**config.mk**
```make
export PLATFORM = sky130hd
export DESIGN_NAME = prog_sequencer
export DESIGN_NICKNAME = d
export VERILOG_FILES = /design/src/rtl/prog_sequencer.sv
export SDC_FILE = /design/constraint.sdc
export NUM_CORES = 1
export LEC_CHECK = 0
export ABC_CLOCK_PERIOD_IN_PS = 2100
export BUFFER_PORTS_ARGS = -buffer_cell sky130_fd_sc_hd__buf_4
export CAP_MARGIN = 5
export CELL_PAD_IN_SITES_DETAIL_PLACEMENT = 0
export CELL_PAD_IN_SITES_GLOBAL_PLACEMENT = 2
export CORE_MARGIN = 8
export CORE_UTILIZATION = 29
export DETAILED_ROUTE_END_ITERATION = 10
export PLACE_DENSITY = 0.75
export SLEW_MARGIN = 25
export SYNTH_ARGS = -nofsm -noshare
export SYNTH_HDL_FRONTEND = slang
export SYNTH_SLANG_ARGS = --single-unit
```
**constraint.sdc**
```tcl
create_clock -name clk -period 2.1 [get_ports clk]
set_input_delay 0.63 -clock clk [delete_from_list [all_inputs] [get_ports clk]]
set_output_delay 0.63 -clock clk [all_outputs]
set_load 0.1 [all_outputs]
```
**src/rtl/prog_sequencer.sv**
```systemverilog
// prog_sequencer: start/done run controller. It accepts a start edge and a
// program select, clears the register file and loads the entry PC. It then
// enables the core until halt or the cycle budget runs out, and holds done
// until the next accepted start.
module prog_sequencer #(
  parameter int unsigned PC_W    = 10,
  parameter int unsigned CNT_W   = 16,
  parameter int unsigned START0  = 0,
  parameter int unsigned START1  = 128,
  parameter int unsigned START2  = 320,
  parameter int unsigned TIMEOUT = 16'hFFFF
) (
  input  logic             clk,
  input  logic             reset,
  input  logic             start,
  input  logic [1:0]       prog_sel,
  input  logic             halt_in,
  output logic             rf_clr,
  output logic             pc_load,
  output logic [PC_W-1:0]  pc_start,
  output logic             core_en,
  output logic             busy,
  output logic             done,
  output logic             timeout,
  output logic             sel_err,
  output logic [CNT_W-1:0] cycles
);

  // Elaboration-time sanity check on the cycle budget
  if (TIMEOUT < 1 || TIMEOUT >= (64'd1 << CNT_W)) begin : g_bad_timeout
    $error("prog_sequencer: TIMEOUT out of range");
  end

  typedef enum logic [2:0] {
    IDLE  = 3'd0,
    CLEAR = 3'd1,
    LOAD  = 3'd2,
    RUN   = 3'd3,
    DONE  = 3'd4
  } state_t;

  state_t           state;
  logic             start_q;
  logic [1:0]       sel;
  logic             start_edge;
  logic [CNT_W-1:0] cycles_inc;
  logic             budget_hit;

  assign start_edge = start & ~start_q;
  assign cycles_inc = cycles + CNT_W'(1);
  assign budget_hit = (cycles_inc == CNT_W'(TIMEOUT));

  // One-cycle strobes and the run enable come straight from the state register
  assign rf_clr  = (state == CLEAR);
  assign pc_load = (state == LOAD);
  assign core_en = (state == RUN);

  // Entry address of the latched program; select 3 never gets latched
  always_comb begin
    pc_start = PC_W'(START0);
    case (sel)
      2'd1:    pc_start = PC_W'(START1);
      2'd2:    pc_start = PC_W'(START2);
      default: pc_start = PC_W'(START0);
    endcase
  end

  // Sequencer state machine with registered status outputs
  always_ff @(posedge clk or negedge reset) begin
    if (!reset) begin
      state   <= IDLE;
      start_q <= 1'b0;
      sel     <= 2'd0;
      busy    <= 1'b0;
      done    <= 1'b0;
      timeout <= 1'b0;
      sel_err <= 1'b0;
      cycles  <= '0;
    end else begin
      start_q <= start;
      case (state)
        IDLE, DONE: begin
          if (start_edge) begin
            if (prog_sel == 2'd3) begin
              // Rejected request: remain where we are, done untouched
              sel_err <= 1'b1;
            end else begin
              sel     <= prog_sel;
              cycles  <= '0;
              done    <= 1'b0;
              timeout <= 1'b0;
              sel_err <= 1'b0;
              busy    <= 1'b1;
              state   <= CLEAR;
            end
          end
        end
        CLEAR: state <= LOAD;
        LOAD:  state <= RUN;
        RUN: begin
          // The halt cycle itself is counted; halt beats budget exhaustion
          cycles <= cycles_inc;
          if (halt_in) begin
            state   <= DONE;
            done    <= 1'b1;
            timeout <= 1'b0;
            busy    <= 1'b0;
          end else if (budget_hit) begin
            state   <= DONE;
            done    <= 1'b1;
            timeout <= 1'b1;
            busy    <= 1'b0;
          end
        end
        default: state <= IDLE;
      endcase
    end
  end

endmodule
```
; Yosys cells after proc, flatten, opt, wreduce, memory -nomap -nowiden
; Index checks and enable logic that the tools add are counted.
; W data, S select, Z words.
[word_totals]
reg_bits = 26
latch_bits = 0
elab_cells = 53
mem_count = 0
romBits = 0
out_inout_bits = 33
ram_bits = 0
in_bits = 6
[op_classes]
n_reduce_logical = 8
shifts = 0
addsub = 1
n_lt_le_gt_ge = 0
muxes = 22
div = 0
n_mul = 0
eq_ne = 11
bitwise_logic = 3
[ops]
columns = op, count
row1 = $mux W16, 2
row2 = $pmux W16 S2, 1
row3 = $pmux W9 S2, 1
row4 = $add A16 B1 Y16 const B, 1
row5 = $eq A16 B16 Y1 const B, 1
row6 = $mux W3, 4
row7 = $pmux W3 S4, 1
row8 = $mux W1, 10
row9 = $reduce_and A3 Y1, 3
row10 = $eq A3 B2 Y1 const B, 2
row11 = $pmux W1 S2, 3
row12 = $eq A2 B2 Y1 const B, 2
row13 = $ne A2 B2 Y1 const B, 2
row14 = $reduce_and A4 Y1, 1
row15 = $eq A3 B1 Y1 const B, 1
row16 = $eq A3 B3 Y1 const B, 1
row17 = $logic_not A3 Y1, 1
row18 = $ne A3 B2 Y1 const B, 1
row19 = $eq A2 B1 Y1 const B, 1
row20 = $not A1 Y1, 2
row21 = $reduce_and A2 Y1, 1
row22 = $reduce_bool A2 Y1, 1
row23 = $reduce_or A2 Y1, 1
row24 = $and A1 B1 Y1, 1

; Depth between registers and ports, before layout
; Gate-level depths: netlist of the first run.
[logic_depth]
depth_word = 5
ltp_mapped = 7
ltp_nobuf = 6

; Worst setup path before layout of the first run
; Ideal clock, no wire load.
[synth_path]
path_kind = register to output
from = register state[2]
to = output pc_load
setup_slack_ns = -1.155
stages_incl_launch_ff = 2
required_ns = 1.470
path_buffers = 0
arrival_ns = 2.625
path_cell_list = dfrtp_1 nor3b_1
[synth_between]
elab_chain_cells = 1
[synth_lines]
columns = item, line_no
row1 = start: declaration, 42  ; state_t state;
row2 = start signal: assignment, 71  ; state <= IDLE;
row3 = start signal: assignment, 94  ; state <= CLEAR;
row4 = start signal: assignment, 98  ; CLEAR: state <= LOAD;
row5 = $eq A3 B2 Y1, 55  ; assign pc_load = (state == LOAD);
row6 = end: declaration, 19  ; output logic pc_load,
; Every way passes these cells.

; Worst setup path in the final report of the first run
[layout_path]
from = register state[1]
to = output core_en
[layout_between]
elab_chain_cells = 1
[layout_lines]
columns = item, line_no
row1 = $eq A3 B2 Y1, 56  ; assign core_en = (state == RUN);
row2 = end: declaration, 21  ; output logic core_en,
; Every way passes these cells.

==> reports/qor.txt, run 1 <==
status - completed
Period minus WS final - 1.96 ns
slew margin rel. - 0.601
Multi-input gate area - 788 um^2
Syn Area/Cell - 8.94 um^2
Worst R2R Path Depth - 5
diode count - 0
CTS H-tree depth - 1
Setup crit end - core_en
Post-CTS Setup Repair Bufs - 0
Layout Cells excl Fill - 268
Max Freq - 0.509 GHz
Filler cells - 529
Core Area - 5040 um^2
initial antenna violation count - 0
P_leak - 0.828 nW
io pins - 39
global-route wire length before repair - 6710 um
clock root cell - clkbuf_8
worst hold slack - 0.239 ns
Setup Skew - 0.0152 ns
HP Class - in -> async
required time of the critical path - 1.47 ns
setup TNS - 0 ns
origin of the worst setup path - state[1]$_DFFE_PN0P_
CTS tree - yes
Slew @ Worst Pin - 0.598 ns
die span in y - 87.7 um
synth warn - 0
Crit path arrival time - 1.33 ns
synthesis-stage register bit count - 26
# hold bufs at CTS - 0
endpoints failing setup - 0
RR Endpoint - busy$_DFFE_PN0P_
clock latency on the worst-skew pair - 0.28 ns
DRT antenna net count - 0
die area - 7700 um^2
fin nets - 207
design area - 1910 um^2
Cell variety after synth - 46
GPL Wtd Cong - 0.723
placed cells - 264
Max IR drop VDD - 0.000997 V
maxcap violations - 0
Seq/Total Area, Yosys - 0.436
port bufs - 31
final core utilization - 0.379
Mapped Area - 1490 um^2
CP Max Fanout - 6
vias in the first global route - 1411
Global Route Usage Sum - 0.110
Post-route DRC - 0
Iter 0 DRT Violations - 49
period utilization - 0.935
Routed WL - 4080 um
register-to-register setup slack - 0.21 ns
Async SR Flop Fraction - 1.00
Clock Sinks - 26
ys flop type - dfrtp_1
RSZ-0062 raised after global routing - false
Crit Path Category - reg -> out
largest net degree at the start of global routing - 27
EDFF count, synth - 0
share of post-route cells with drive strength above 1 - 0.333
placed cell areas - 1840 um^2
Synth Instances - 167
Storage cell area - 673 um^2
post_cts resized - 1
DR vias/cell - 5.03
GR Overflow Total - 0
worst r2r src - cycles[0]$_DFFE_PN0P_
Final Hold Viols - 0
Vias - 1348
Power Density - 1660 nW/um^2
Die Width - 87.7 um
DRT Pass-1 Iters - 4
CTS buffer count - 3
clock-pin slew on the worst setup and hold paths - 0.10 ns
DR WL/cell - 15.2 um
# rows - 26
CP endpoint kind - output pin
area grow syn2layout - 28.2%
Max clock buf depth - 2
max-slew violations - 0
DP HPWL - 2980 um
starting density of the core - 0.296
CP startpoint kind - flop
cell type report:
class	count	share of cell area
timing repair buffer	36	0.143
inverter	5	0.00981
sequential	26	0.352
tap	70	0.0458
clock inverter	1	0.0157
multi-input combinational	127	0.412
clock buffer	3	0.0216
per-stage QoR:
stage / worst slack (ns) / total power, W
final: 0.136 / 0.00317
after floorplan: -0.206 / 0.00236
after global placement: 0.137 / 0.00272
after global routing: 0.0197 / 0.00333
after detailed placement: 0.120 / 0.00275
after CTS: 0.0450 / 0.00319
flip-flops by register name (all words and copies together) (netlist names):
| name | cells |
|---|---|
| cycles | 16 |
| busy | 1 |
| start_q | 1 |
| done | 1 |
| state | 3 |
| sel | 2 |
| timeout | 1 |
| sel_err | 1 |
how the worst min path moves through the flow:
stage | to | cells after the start | slack (ns) | from
6_report | cycles[6]$_DFFE_PN0P_ | 1 | 0.24 | reset
5_1_grt | cycles[6]$_DFFE_PN0P_ | 1 | 0.26 | reset
4_1_cts | cycles[6]$_DFFE_PN0P_ | 1 | 0.25 | reset
3_5_place_dp | sel_err$_DFFE_PN0P_ | 2 | 0.49 | sel_err$_DFFE_PN0P_
3_3_place_gp | sel_err$_DFFE_PN0P_ | 2 | 0.47 | sel_err$_DFFE_PN0P_
2_1_floorplan | busy$_DFFE_PN0P_ | 0 | 0.33 | reset
cell usage after synthesis, drive strengths merged, types with 2 or more instances:
master	count	area share
dfrtp	26	0.44
o21ai	26	0.087
nand2	16	0.040
nor2	15	0.039
buf	12	0.057
nand4	8	0.038
nand3	6	0.028
a21oi	5	0.024
a31oi	5	0.021
inv	5	0.013
and2	4	0.018
nor4	4	0.017
o31ai	4	0.020
clkbuf	3	0.0075
a21o	2	0.010
and3	2	0.0092
ha	2	0.017
nor2b	2	0.0084
nor3b	2	0.010
xor2	2	0.012
logic make-up (layout without fill, tap and decap cells):
logic type,after synthesis,after routing,share of synthesized area
AOI/OAI and AO/OA,49,49,0.203
adders and majority gates,2,2,0.0168
and+or+nand+nor,66,66,0.247
other,1,7,0.00251
xor gates and xnor gates,3,3,0.0176
buffers and inverters,20,45,0.0771
DFF,26,26,0.436
critical path, stage by stage (launching register included):
cell     delay, ns
dfrtp_2       0.43
and2_1        0.20
nand2_1       0.09
inv_1         0.10
buf_6         0.23
power by group:
| group | switching (W) | internal (W) |
|---|---|---|
| Sequential | 0.000172 | 0.000638 |
| Combinational | 0.00148 | 0.000449 |
| Clock | 0.000171 | 0.000255 |
metal layers:
layer,part of all wire,track usage
met1,0.44,0.127
met2,0.48,0.193
met3,0.065,0.0253
met4,0.012,0.0391
met5,0,0
placed cells by master (no fill, tap or decap), types with 3 or more instances in the layout:
| cell | Yosys | layout |
|---|---|---|
| a21oi_1 | 4 | 4 |
| a31oi_1 | 5 | 5 |
| and2_1 | 3 | 3 |
| buf_4 | 8 | 35 |
| clkbuf_8 | 0 | 3 |
| conb_1 | 1 | 7 |
| dfrtp_1 | 26 | 14 |
| dfrtp_2 | 0 | 9 |
| dfrtp_4 | 0 | 3 |
| inv_1 | 5 | 5 |
| nand2_1 | 16 | 16 |
| nand3_1 | 5 | 5 |
| nand4_1 | 7 | 7 |
| nor2_1 | 14 | 14 |
| nor4_1 | 4 | 4 |
| o21ai_0 | 10 | 10 |
| o21ai_1 | 16 | 16 |
| o31ai_1 | 4 | 4 |
Note: power is estimated with default switching activity, not from simulation.
==> run 2, diff against run 1 <==
==> constraint.sdc (replaced) <==
create_clock -name clk -period 2.1 [get_ports clk]
set_input_delay 0.63 -clock clk [delete_from_list [all_inputs] [get_ports clk]]
set_output_delay 0.63 -clock clk [all_outputs]
set_load 0.005 [all_outputs]
==> reports/qor.txt, run 2 (same netlist as run 1, synthesis figures left out) <==
Iter 0 DRT Violations - 95 (was 49)
CP startpoint kind - flop (unchanged)
Post-CTS Setup Repair Bufs - 0 (unchanged)
# rows - 26 (unchanged)
port bufs - 31 (unchanged)
Core Area - 5040 um^2 (unchanged)
Global Route Usage Sum - 0.103 (was 0.110)
CTS buffer count - 3 (unchanged)
status - completed (unchanged)
Largest Register - cycles (unchanged)
CTS tree - yes (unchanged)
DP Worst Slack - 0.0758 ns (was 0.120 ns)
Max clock buf depth - 2 (unchanged)
initial antenna violation count - 0 (unchanged)
origin of the worst setup path - state[0]$_DFFE_PN0P_ (was state[1]$_DFFE_PN0P_)
Slew @ Worst Pin - 0.601 ns (was 0.598 ns)
setup TNS - 0 ns (unchanged)
clock root cell - clkbuf_8 (unchanged)
clock-pin slew on the worst setup and hold paths - 0.09 ns (was 0.10 ns)
Period minus WS final - 1.92 ns (was 1.96 ns)
HP Class - in -> async (unchanged)
Post-route DRC - 0 (unchanged)
endpoints failing setup - 0 (unchanged)
Setup Skew - 0.00260 ns (was 0.0152 ns)
GR Overflow Total - 0 (unchanged)
global-route wire length before repair - 6370 um (was 6710 um)
fin nets - 209 (was 207)
max-slew violations - 0 (unchanged)
largest net degree at the start of global routing - 27 (unchanged)
required time of the critical path - 1.47 ns (about the same)
setup ws final - 0.176 ns (was 0.136 ns)
DR WL/cell - 14.9 um (was 15.2 um)
slew margin rel. - 0.599 (was 0.601)
RSZ-0062 raised after global routing - false (unchanged)
RR Endpoint - busy$_DFFE_PN0P_ (unchanged)
Die Width - 87.7 um (unchanged)
DR vias/cell - 5.03 (about the same)
CP Max Fanout - 7 (was 6)
Power Density - 1050 nW/um^2 (was 1660 nW/um^2)
die span in y - 87.7 um (unchanged)
worst r2r src - cycles[1]$_DFFE_PN0P_ (was cycles[0]$_DFFE_PN0P_)
diode count - 0 (unchanged)
Max IR drop VDD - 0.000405 V (was 0.000997 V)
die area - 7700 um^2 (unchanged)
Top Registers - cycles (16), state (3), sel (2) (unchanged)
share of post-route cells with drive strength above 1 - 0.256 (was 0.333)
commonest cells after routing, fill and taps aside - 38 x buf_4, 26 x dfrtp_1, 16 x nand2_1, 16 x o21ai_1, 14 x nor2_1 (was 35 x buf_4, 16 x nand2_1, 16 x o21ai_1, 14 x nor2_1, 14 x dfrtp_1)
DP HPWL - 3000 um (was 2980 um)
DRT antenna net count - 0 (unchanged)
max reg flops - 16 (unchanged)
most common cell after layout, fill and taps aside - buf_4 (unchanged)
area grow syn2layout - 22.8% (was 28.2%)
clock latency on the worst-skew pair - 0.27 ns (was 0.28 ns)
Clock Sinks - 26 (unchanged)
maxcap violations - 0 (unchanged)
starting density of the core - 0.296 (unchanged)
Crit Path Category - reg -> out (unchanged)
DRT Pass-1 Iters - 4 (unchanged)
period utilization - 0.916 (was 0.935)
CTS H-tree depth - 1 (unchanged)
P_leak - 0.829 nW (was 0.828 nW)
Routed WL - 4020 um (was 4080 um)
Crit path arrival time - 1.29 ns (was 1.33 ns)
Final Hold Viols - 0 (unchanged)
Max Freq - 0.520 GHz (was 0.509 GHz)
Vias - 1352 (was 1348)
vias in the first global route - 1331 (was 1411)
CP endpoint kind - output pin (unchanged)
GPL Wtd Cong - 0.736 (was 0.723)
io pins - 39 (unchanged)
register-to-register setup slack - 0.20 ns (was 0.21 ns)
Worst R2R Path Depth - 5 (unchanged)
[run 2: cell types whose count changed in the layout (fill, tap and decap cells not counted), moves of 2 or more]
cell,change
nor2b_1,+2
nor3b_1,+2
dfrtp_4,-3
dfrtp_2,-9
dfrtp_1,+12
buf_4,+3
[run 2: worst max path at each step]
stage / end / slack, ns
3_5_place_dp: cycles[6]$_DFFE_PN0P_ / 0.08
6_report: core_en / 0.18
5_1_grt: core_en / 0.10
2_1_floorplan: busy$_DFFE_PN0P_ / 0.19
4_1_cts: core_en / 0.06
3_3_place_gp: cycles[7]$_DFFE_PN0P_ / 0.13
[run 2: layout make-up]
cell class | count | area (um^2)
fill | 543 | 3210
timing repair buffer | 38 | 285
clock buffer | 3 | 41.3
sequential | 26 | 651
inverter | 5 | 18.8
tap | 70 | 87.6
multi-input combinational | 127 | 749
[run 2: where the power goes]
group	switching [W]	internal (W)	total, W
Combinational	0.000491	0.000407	0.000898
Sequential	0.000127	0.000620	0.000747
Clock	0.000158	0.000129	0.000286
Total	0.000776	0.00115	0.00193
[run 2: metal layers]
metal,vias to the layer above,track usage,part of all wire
met5,-,0,0
met4,0,0.0359,0.011
met3,6,0.0225,0.052
met2,28,0.170,0.47
met1,665,0.129,0.47
li1,653,-,-
[run 2: worst max-delay path, cell delays in order (launching register included)]
cell	delay, ns
dfrtp_1	0.43
and2_1	0.21
nand2_1	0.10
inv_2	0.15
buf_4	0.14
[run 2: metrics by stage]
step | area, um^2 | hold slack [ns] | std cells | util | power [W]
floorplan | 1520 | 0.334 | 173 | - | 0.00126
global placement | 1790 | 0.466 | 266 | 0.355 | 0.00164
detailed placement | 1790 | 0.471 | 266 | 0.355 | 0.00166
CTS | 1830 | 0.274 | 269 | 0.364 | 0.00196
global route | 1830 | 0.280 | 269 | 0.364 | 0.00208
finish | 1830 | 0.265 | 269 | 0.364 | 0.00193
[run 2: repair_timing]
action	in CTS	in global routing
hold endpoints to repair	0	0
hold buffers	0	0
endpoints found under the setup margin	0	1
resized for setup	0	1
